File: src/rtl/fas_peak_ctrl_if.sv
// fas_peak_ctrl_if: frame input and peak-result bundle between
// the FFT-side driver and the peak controller.
interface fas_peak_ctrl_if #(
    parameter int DW = 16
);
    logic            fft_valid;
    logic [2*DW-1:0] fft_d0;
    logic [2*DW-1:0] fft_d1;
    logic [2*DW-1:0] fft_d2;
    logic [2*DW-1:0] fft_d3;
    logic [2*DW-1:0] fft_d4;
    logic [2*DW-1:0] fft_d5;
    logic [2*DW-1:0] fft_d6;
    logic [2*DW-1:0] fft_d7;
    logic [2*DW-1:0] fft_d8;
    logic [2*DW-1:0] fft_d9;
    logic [2*DW-1:0] fft_d10;
    logic [2*DW-1:0] fft_d11;
    logic [2*DW-1:0] fft_d12;
    logic [2*DW-1:0] fft_d13;
    logic [2*DW-1:0] fft_d14;
    logic [2*DW-1:0] fft_d15;
    logic            busy;
    logic            done;
    logic [3:0]      freq;
    logic [2*DW-1:0] peak_mag;
    logic            overrun;

    modport master (
        output fft_valid,
        output fft_d0, fft_d1, fft_d2, fft_d3,
        output fft_d4, fft_d5, fft_d6, fft_d7,
        output fft_d8, fft_d9, fft_d10, fft_d11,
        output fft_d12, fft_d13, fft_d14, fft_d15,
        input  busy, done, freq, peak_mag, overrun
    );

    modport slave (
        input  fft_valid,
        input  fft_d0, fft_d1, fft_d2, fft_d3,
        input  fft_d4, fft_d5, fft_d6, fft_d7,
        input  fft_d8, fft_d9, fft_d10, fft_d11,
        input  fft_d12, fft_d13, fft_d14, fft_d15,
        output busy, done, freq, peak_mag, overrun
    );
endinterface

File: src/rtl/fas_peak_ctrl.sv
// fas_peak_ctrl: captures one 16-bin FFT frame and scans it through a
// single shared squared-magnitude datapath to report the dominant bin.
module fas_peak_ctrl #(
    parameter bit SKIP_DC = 1'b0,
    parameter int DW      = 16
) (
    input logic            clk,
    input logic            rst,
    fas_peak_ctrl_if.slave bus
);
    localparam int WW = 2 * DW;

    typedef enum logic [1:0] {IDLE, SCAN, FLUSH, DONE} state_e;

    state_e        state_q, state_d;
    logic [WW-1:0] buf_q [16];
    logic [WW-1:0] buf_d [16];
    logic [WW-1:0] frame [16];
    logic [3:0]    idx_q, idx_d;
    logic [WW-1:0] mag_q, mag_d;
    logic [3:0]    mag_idx_q, mag_idx_d;
    logic          cmp_vld_q, cmp_vld_d;
    logic [WW-1:0] max_q, max_d;
    logic [3:0]    max_idx_q, max_idx_d;
    logic [3:0]    freq_q, freq_d;
    logic [WW-1:0] peak_q, peak_d;
    logic          done_q, done_d;
    logic          busy_q, busy_d;
    logic          overrun_q, overrun_d;

    logic signed [DW-1:0] re;
    logic signed [DW-1:0] im;
    logic signed [WW-1:0] re_sq;
    logic signed [WW-1:0] im_sq;
    logic [WW-1:0]        mag_new;
    logic                 accept;

    always_comb begin
        frame[0]  = bus.fft_d0;
        frame[1]  = bus.fft_d1;
        frame[2]  = bus.fft_d2;
        frame[3]  = bus.fft_d3;
        frame[4]  = bus.fft_d4;
        frame[5]  = bus.fft_d5;
        frame[6]  = bus.fft_d6;
        frame[7]  = bus.fft_d7;
        frame[8]  = bus.fft_d8;
        frame[9]  = bus.fft_d9;
        frame[10] = bus.fft_d10;
        frame[11] = bus.fft_d11;
        frame[12] = bus.fft_d12;
        frame[13] = bus.fft_d13;
        frame[14] = bus.fft_d14;
        frame[15] = bus.fft_d15;
    end

    // Squares of signed components are non-negative, so their sum
    // (at most 2^31) fits unsigned in WW bits.
    assign re      = $signed(buf_q[idx_q][WW-1:DW]);
    assign im      = $signed(buf_q[idx_q][DW-1:0]);
    assign re_sq   = WW'(re) * WW'(re);
    assign im_sq   = WW'(im) * WW'(im);
    assign mag_new = $unsigned(re_sq) + $unsigned(im_sq);

    assign accept = bus.fft_valid &&
                    (state_q == IDLE || state_q == DONE);

    always_comb begin
        state_d   = state_q;
        buf_d     = buf_q;
        idx_d     = idx_q;
        mag_d     = mag_q;
        mag_idx_d = mag_idx_q;
        cmp_vld_d = cmp_vld_q;
        max_d     = max_q;
        max_idx_d = max_idx_q;
        freq_d    = freq_q;
        peak_d    = peak_q;
        done_d    = 1'b0;
        overrun_d = overrun_q;

        // Strict compare keeps the lowest index on ties.
        if (cmp_vld_q && mag_q > max_q) begin
            max_d     = mag_q;
            max_idx_d = mag_idx_q;
        end

        unique case (state_q)
            IDLE: ;
            SCAN: begin
                mag_d     = mag_new;
                mag_idx_d = idx_q;
                cmp_vld_d = 1'b1;
                idx_d     = idx_q + 4'd1;
                if (SKIP_DC && idx_q == 4'd0)
                    mag_d = '0;
                if (idx_q == 4'd15)
                    state_d = FLUSH;
                if (bus.fft_valid)
                    overrun_d = 1'b1;
            end
            FLUSH: begin
                cmp_vld_d = 1'b0;
                state_d   = DONE;
                if (bus.fft_valid)
                    overrun_d = 1'b1;
            end
            DONE: begin
                freq_d  = max_idx_q;
                peak_d  = max_q;
                done_d  = 1'b1;
                state_d = IDLE;
            end
            default: state_d = IDLE;
        endcase

        if (accept) begin
            buf_d     = frame;
            idx_d     = '0;
            max_d     = '0;
            max_idx_d = '0;
            cmp_vld_d = 1'b0;
            state_d   = SCAN;
        end

        busy_d = (state_d == SCAN) || (state_d == FLUSH);
    end

    always_ff @(posedge clk or negedge rst) begin
        if (!rst) begin
            state_q   <= IDLE;
            for (int i = 0; i < 16; i++)
                buf_q[i] <= '0;
            idx_q     <= '0;
            mag_q     <= '0;
            mag_idx_q <= '0;
            cmp_vld_q <= 1'b0;
            max_q     <= '0;
            max_idx_q <= '0;
            freq_q    <= '0;
            peak_q    <= '0;
            done_q    <= 1'b0;
            busy_q    <= 1'b0;
            overrun_q <= 1'b0;
        end else begin
            state_q   <= state_d;
            buf_q     <= buf_d;
            idx_q     <= idx_d;
            mag_q     <= mag_d;
            mag_idx_q <= mag_idx_d;
            cmp_vld_q <= cmp_vld_d;
            max_q     <= max_d;
            max_idx_q <= max_idx_d;
            freq_q    <= freq_d;
            peak_q    <= peak_d;
            done_q    <= done_d;
            busy_q    <= busy_d;
            overrun_q <= overrun_d;
        end
    end

    assign bus.busy     = busy_q;
    assign bus.done     = done_q;
    assign bus.freq     = freq_q;
    assign bus.peak_mag = peak_q;
    assign bus.overrun  = overrun_q;
endmodule

File: src/flat_wrapper.sv
// flat-port wrapper written by rule: the top's interface ports become plain ports
module fas_peak_ctrl_flat 
#(
    parameter bit SKIP_DC = 1'b0,
    parameter int DW      = 16
)
  (clk, rst, bus_fft_valid, bus_fft_d0, bus_fft_d1, bus_fft_d2, bus_fft_d3, bus_fft_d4, bus_fft_d5, bus_fft_d6, bus_fft_d7, bus_fft_d8, bus_fft_d9, bus_fft_d10, bus_fft_d11, bus_fft_d12, bus_fft_d13, bus_fft_d14, bus_fft_d15, bus_busy, bus_done, bus_freq, bus_peak_mag, bus_overrun);
  fas_peak_ctrl_if #(.DW(DW)) bus_i ();
  input logic clk;
  input logic rst;
  input wire logic [$bits(bus_i.fft_valid)-1:0] bus_fft_valid;
  input wire logic [$bits(bus_i.fft_d0)-1:0] bus_fft_d0;
  input wire logic [$bits(bus_i.fft_d1)-1:0] bus_fft_d1;
  input wire logic [$bits(bus_i.fft_d2)-1:0] bus_fft_d2;
  input wire logic [$bits(bus_i.fft_d3)-1:0] bus_fft_d3;
  input wire logic [$bits(bus_i.fft_d4)-1:0] bus_fft_d4;
  input wire logic [$bits(bus_i.fft_d5)-1:0] bus_fft_d5;
  input wire logic [$bits(bus_i.fft_d6)-1:0] bus_fft_d6;
  input wire logic [$bits(bus_i.fft_d7)-1:0] bus_fft_d7;
  input wire logic [$bits(bus_i.fft_d8)-1:0] bus_fft_d8;
  input wire logic [$bits(bus_i.fft_d9)-1:0] bus_fft_d9;
  input wire logic [$bits(bus_i.fft_d10)-1:0] bus_fft_d10;
  input wire logic [$bits(bus_i.fft_d11)-1:0] bus_fft_d11;
  input wire logic [$bits(bus_i.fft_d12)-1:0] bus_fft_d12;
  input wire logic [$bits(bus_i.fft_d13)-1:0] bus_fft_d13;
  input wire logic [$bits(bus_i.fft_d14)-1:0] bus_fft_d14;
  input wire logic [$bits(bus_i.fft_d15)-1:0] bus_fft_d15;
  output wire logic [$bits(bus_i.busy)-1:0] bus_busy;
  output wire logic [$bits(bus_i.done)-1:0] bus_done;
  output wire logic [$bits(bus_i.freq)-1:0] bus_freq;
  output wire logic [$bits(bus_i.peak_mag)-1:0] bus_peak_mag;
  output wire logic [$bits(bus_i.overrun)-1:0] bus_overrun;
  assign bus_i.fft_valid = bus_fft_valid;
  assign bus_i.fft_d0 = bus_fft_d0;
  assign bus_i.fft_d1 = bus_fft_d1;
  assign bus_i.fft_d2 = bus_fft_d2;
  assign bus_i.fft_d3 = bus_fft_d3;
  assign bus_i.fft_d4 = bus_fft_d4;
  assign bus_i.fft_d5 = bus_fft_d5;
  assign bus_i.fft_d6 = bus_fft_d6;
  assign bus_i.fft_d7 = bus_fft_d7;
  assign bus_i.fft_d8 = bus_fft_d8;
  assign bus_i.fft_d9 = bus_fft_d9;
  assign bus_i.fft_d10 = bus_fft_d10;
  assign bus_i.fft_d11 = bus_fft_d11;
  assign bus_i.fft_d12 = bus_fft_d12;
  assign bus_i.fft_d13 = bus_fft_d13;
  assign bus_i.fft_d14 = bus_fft_d14;
  assign bus_i.fft_d15 = bus_fft_d15;
  assign bus_busy = bus_i.busy;
  assign bus_done = bus_i.done;
  assign bus_freq = bus_i.freq;
  assign bus_peak_mag = bus_i.peak_mag;
  assign bus_overrun = bus_i.overrun;
  fas_peak_ctrl #(.SKIP_DC(SKIP_DC), .DW(DW)) u_core (.clk(clk), .rst(rst), .bus(bus_i));
endmodule
File: config.mk
export PLATFORM = sky130hd
export DESIGN_NAME = fas_peak_ctrl_flat
export DESIGN_NICKNAME = d
export VERILOG_FILES = /design/src/rtl/fas_peak_ctrl_if.sv /design/src/rtl/fas_peak_ctrl.sv /design/src/flat_wrapper.sv
export SDC_FILE = /design/constraint.sdc
export NUM_CORES = 2
export LEC_CHECK = 0
export ABC_CLOCK_PERIOD_IN_PS = 15800
export BUFFER_PORTS_ARGS = -buffer_cell sky130_fd_sc_hd__buf_4
export CAP_MARGIN = 20
export CORE_MARGIN = 4
export CORE_UTILIZATION = 59
export CTS_CLUSTER_DIAMETER = 80
export DETAILED_ROUTE_END_ITERATION = 7
export PLACE_DENSITY = 0.8
export SYNTH_ARGS = -nofsm -noshare
export SYNTH_HDL_FRONTEND = slang
export SYNTH_SLANG_ARGS = --single-unit
File: constraint.sdc
create_clock -name clk -period 15.8 [get_ports clk]
set_input_delay 1.58 -clock clk [delete_from_list [all_inputs] [get_ports clk]]
set_output_delay 1.58 -clock clk [all_outputs]
set_load 0.01 [all_outputs]
Word level (Yosys, flattened, before mapping)
Index checks and enable logic that the tools add are counted.
{"block": "classes", "addsub": 2, "multipliers": 2, "magnitude_cmp": 2, "eq_ne": 6, "muxes": 15, "n_bitwise": 1, "n_reduce_logical": 10}
{"op": "32-bit binary-select mux with 4-bit select", "count": 1}
{"op": "32-bit 2-to-1 mux", "count": 4}
{"op": "16-bit by 16-bit multiplier with 32-bit output", "count": 2}
{"op": "32-bit adder", "count": 1}
{"op": "32-bit > comparator", "count": 1}
{"op": "4-bit 2-to-1 mux", "count": 4}
{"op": "2-bit equality test (second input constant)", "count": 3}
{"op": "2-bit one-hot mux with 3 select lines", "count": 1}
{"op": "5-bit greater-or-equal comparator (second input constant)", "count": 1}
{"op": "4-bit inverter with 5-bit output", "count": 1}
{"op": "4-bit by 1-bit adder with 4-bit output (second input constant)", "count": 1}
{"op": "2-bit by 1-bit equality test with 1-bit output (second input constant)", "count": 2}
{"op": "4-bit equality test (second input constant)", "count": 1}
{"op": "2-bit 2-to-1 mux", "count": 2}
{"op": "2-bit nonzero test", "count": 2}
{"op": "3-bit nonzero test", "count": 1}
{"op": "1-bit logical AND", "count": 2}
{"op": "2-bit zero test", "count": 1}
{"op": "1-bit logical OR", "count": 2}
{"op": "1-bit 2-to-1 mux", "count": 2}
{"op": "1-bit one-hot mux with 2 select lines", "count": 1}
{"op": "2-bit AND reduction", "count": 1}
{"op": "2-bit OR reduction", "count": 1}
{"block": "totals", "reg_bits": 630, "inputBits": 515, "output_inout_bits": 39, "elab_cells": 66}

Depth between registers and ports, before layout
{"block": "depth", "depth_word": 6, "ltp_mapped": 35, "mapped_depth_nobuf": 30}

Worst setup path after synthesis
No wires, ideal clock.
{"block": "synth_path", "path_type": "flip-flop to flip-flop", "startpoint": "register u_core.idx_q[0]", "endpoint": "register u_core.mag_q[30]", "setup_time_ns": 0.120, "arrival_ns": 8.291, "required_time_ns": 15.680, "setup_slack_ns": 7.389, "stages_incl_launch_ff": 31, "n_path_buf": 4, "period_less_slack_ns": 8.411, "path_cell_list": "dfrtp_1 buf_2 buf_2 buf_4 mux4_2 mux2i_1 nand2_1 o21ai_4 buf_4 nor2_1 inv_2 fa_1 fa_1 fa_1 inv_1 fa_1 fa_1 fa_1 fa_1 inv_1 fa_1 inv_1 ha_1 and3_1 a221o_1 a21o_1 o21ai_0 a21oi_1 o211ai_1 nand3_1 a31o_2"}
{"block": "synth_between", "elab_chain_len": 6, "word_cells_on_any_way": 7, "classes_between": "add/sub (1); mul (2); mux (3); bitwise (1)"}
{"item": "start: declaration", "line_no": "fas_peak_ctrl.sv:19", "rtl": "logic [3:0] idx_q, idx_d;"}
{"item": "start signal: assignment", "line_no": "fas_peak_ctrl.sv:148", "rtl": "idx_q <= idx_d;"}
{"item": "4-bit inverter with 5-bit output (implied by the code) *", "line_no": "fas_peak_ctrl.sv:59, fas_peak_ctrl.sv:60"}
{"item": "32-bit binary-select mux with 4-bit select *", "line_no": "fas_peak_ctrl.sv:59, fas_peak_ctrl.sv:60"}
{"item": "32-bit 2-to-1 mux (implied by the code) * (2 in series)", "line_no": "fas_peak_ctrl.sv:59", "rtl": "assign re = $signed(buf_q[idx_q][WW-1:DW]);"}
{"item": "16-bit by 16-bit multiplier with 32-bit output, on equally long branches", "line_no": "fas_peak_ctrl.sv:61, fas_peak_ctrl.sv:62"}
{"item": "32-bit adder *", "line_no": "fas_peak_ctrl.sv:63", "rtl": "assign mag_new = $unsigned(re_sq) + $unsigned(im_sq);"}
{"item": "end signal: assignment", "line_no": "fas_peak_ctrl.sv:149", "rtl": "mag_q <= mag_d;"}
{"item": "end: declaration", "line_no": "fas_peak_ctrl.sv:20", "rtl": "logic [WW-1:0] mag_q, mag_d;"}
Every way passes the cells marked *; elsewhere a longest branch is shown, timed or not. The select of a mux whose other input is x is not followed.
A chain may end at the register's enable or synchronous reset.

Worst setup path in the final report
{"block": "layout_path", "startpoint": "register u_core.idx_q[1]", "endpoint": "register u_core.mag_q[28]"}
The elaborated chain is that of the path after synthesis.

==> out/qor.yml <==
status:
  outcome: "complete, no violations"
sta:
  grt_setup_unrepaired: "no"
  final-setup-viol-count: 0
  finalCritPeriodShare: 0.672
  worst_pin_slew_ns: 1.33
  setup_tns_ns: 0
  fmax_mhz: 94.2
  finalHoldViolations: 0
  period_minus_slack_ns: 10.62
  maxSlewViolCount: 0
  clock_skew_ns: 0.0433
  relSlewSlack: 0.115
setup_path:
  crit_type: "reg2reg"
  critPathSlowestCell: "dfrtp_4"
  worstSetupPathDepth: 29
  cp_max_fo: 60
  start_kind: "flop"
  endpoint_kind: "flop"
  critPathRequiredTime_ns: 16.31
  max_stage_delay_ns: 0.99
  r2r-start: "u_core.idx_q[1]$_DFFE_PN0P_"
  crit_buf_inv: 7
  r2r_end: "u_core.mag_q[28]$_DFFE_PN0P_"
  reg2reg_slack_ns: 5.18
  crit_top_cell: "fa_1"
  critical-path-top-delay-family: "adder cells"
  crit_arrival_ns: 11.13
  rr_worst_depth: 29
floorplan:
  die_x_um: 287
  rows: 101
  dieHeight_um: 287
  initial_core_util: 0.599
  core_region_area_um2: 76500
  ios: 554
  dieArea_um2: 82100
routing:
  drc: 0
  ant_nets: 0
  vias: 35061
  drt-total-wl_mm: 138
  viasPerCell: 5.63
  drt_iter0_drc: 3799
  routedWlPerCell_um: 22.1
  drt_first_pass_iters: 6
cts:
  cts-htree-levels: 3
  clk_pin_slew_worst_paths_ns: 0.06
  cts_tree: "built"
  post-cts-setup-buffer-count: 0
  cts-root-buf: "clkbuf_16"
  cts.sinks: 630
  cts_hold_buf: 0
  clk-insertion-delay-late_ns: 0.65
  cts_buffers: 70
  cts_max_path_buffers: 3
  cts_resized: 0
place:
  place_congestion: 1.03
  hpwlAfterDp_mm: 107
  place_area_um2: 50600
  port_buffers: 553
grt:
  antenna_found_initial: 15
  grt_pass1_vias: 37210
  grt_overflow: 0
  grt_usage: 0.341
  grt_max_degree: 270
  grt_pass1_wl_mm: 211
logic_synthesis:
  yosys.area_share.xor_xnor: 0.0107
  synth_area_um2: 45800
  synth_top_family_by_area: "adder cells"
  postSynthNetCount: 5923
  ys_ff_latch: 630
  ys_types: 57
  synthAdderAreaFrac: 0.279
  synth.avg_cell_area_um2: 9.74
  syn_inst: 4701
  ys_warn_count: 0
  ys_async_sr_fraction: 1.00
  synthMuxAreaShare: 0.0936
  ys_seq_area_frac: 0.344
  synth_compound_area_frac: 0.0269
  ys.flop_type: "dfrtp_1"
  synth-simple-area-share: 0.167
  synth_edf_count: 0
min_path:
  holdPathStages: 2
  hold_class: "reg2reg"
  hp-start: "u_core.buf_q[64]$_DFFE_PN0P_"
  hold_end: "u_core.buf_q[64]$_DFFE_PN0P_"
final_layout:
  fill_cells: 5603
  drive_gt1_frac: 0.183
  syn_to_final_growth_pct: 15.8
  final_cell_area_um2: 53000
  final_nets: 6355
flow_run:
  cap_violations: 0
## synth_stat cells, types with 23 or more instances
cell      number  area, µm²
nand2_1     1719       6450
o31ai_1       35        263
nand3_1       47        235
o21ai_0       23        115
mux2_2        80        901
ha_1         185       2310
fa_1         522      10500
a21oi_1       26        130
nor2_1       131        492
buf_2         50        250
inv_1        685       2570
dfrtp_1      630      15800
mux4_2       141       3180
xnor2_1       47        412
clkbuf_1     134        503
## worst max path at each step
stage,slack (ns),startpoint,to
2_1_floorplan,7.39,u_core.idx_q[0]$_DFFE_PN0P_,u_core.mag_q[30]$_DFFE_PN0P_
3_3_place_gp,5.47,u_core.idx_q[1]$_DFFE_PN0P_,u_core.mag_q[30]$_DFFE_PN0P_
3_5_place_dp,5.35,u_core.idx_q[1]$_DFFE_PN0P_,u_core.mag_q[28]$_DFFE_PN0P_
4_1_cts,5.31,u_core.idx_q[0]$_DFFE_PN0P_,u_core.mag_q[28]$_DFFE_PN0P_
5_1_grt,4.77,u_core.idx_q[1]$_DFFE_PN0P_,u_core.mag_q[30]$_DFFE_PN0P_
6_report,5.18,u_core.idx_q[1]$_DFFE_PN0P_,u_core.mag_q[28]$_DFFE_PN0P_
## final cells by class
class | count | area, µm² | area share
Clock buffer | 95 | 2020 | 0.0380
Clock inverter | 29 | 397 | 0.00748
Sequential cell | 630 | 15800 | 0.298
Tap cell | 1030 | 1290 | 0.0243
Antenna cell | 9 | 22.5 | 0.000425
Multi-Input combinational cell | 3156 | 26500 | 0.499
Inverter | 696 | 2610 | 0.0493
Timing Repair Buffer | 579 | 4420 | 0.0833
## worst min-delay path, stage by stage, from the launching register on
cell and delay, ns:
dfrtp_1 0.34, nand2_1 0.05, nand2_1 0.05
## stage by stage
| stage | util | hold slack (ns) | setup slack [ns] | cells |
|---|---|---|---|---|
| final | 0.693 | 0.471 | 5.18 | 6224 |
| after global placement | 0.661 | 0.452 | 5.47 | 6091 |
| after CTS | 0.693 | 0.473 | 5.31 | 6215 |
| after detailed placement | 0.661 | 0.458 | 5.35 | 6091 |
| after floorplan | - | 0.440 | 7.39 | 4701 |
| after global routing | 0.693 | 0.487 | 4.77 | 6222 |
## layout by cell type, fill, tap and decap left out, drive strengths merged, types with 13 or more instances in the layout
| cell type | n |
|---|---|
| ha | 185 |
| o21ai | 39 |
| clkbuf | 95 |
| mux2 | 80 |
| o21a | 13 |
| nand3 | 47 |
| buf | 579 |
| inv | 700 |
| and2 | 20 |
| nand4 | 13 |
| fa | 522 |
| mux2i | 21 |
| a211oi | 17 |
| o31ai | 35 |
| nand2 | 1719 |
| a21oi | 27 |
| mux4 | 141 |
| nor2 | 131 |
| xnor2 | 47 |
| a21o | 21 |
| dfrtp | 630 |
| clkinv | 18 |
## sequential cells by signal (all words and copies together), names as in the netlist
name / cells
u_core.mag_q: 32
u_core.cmp_vld_q: 1
u_core.idx_q: 4
u_core.mag_idx_q: 4
u_core.bus.freq: 4
u_core.max_q: 32
u_core.bus.overrun: 1
u_core.state_q: 2
u_core.bus.peak_mag: 32
u_core.max_idx_q: 4
u_core.buf_q: 512
u_core.bus.busy: 1
u_core.bus.done: 1
## logic make-up after synthesis
group           after synthesis
simple gates               1974
flops                       630
fa+ha+maj                   707
compound gates              177
mux                         242
xor+xnor                     56
buf+inv                     915
## layer usage
metal / track usage / up-vias / part of all wire
li1: - / 15284 / -
met1: 0.423 / 17572 / 0.35
met2: 0.551 / 1761 / 0.49
met3: 0.0660 / 434 / 0.082
met4: 0.222 / 10 / 0.080
met5: 0 / - / 0.00052
Power is not shown: default switching activity piles up to over one toggle a cycle in this logic, so the estimate is an artifact.
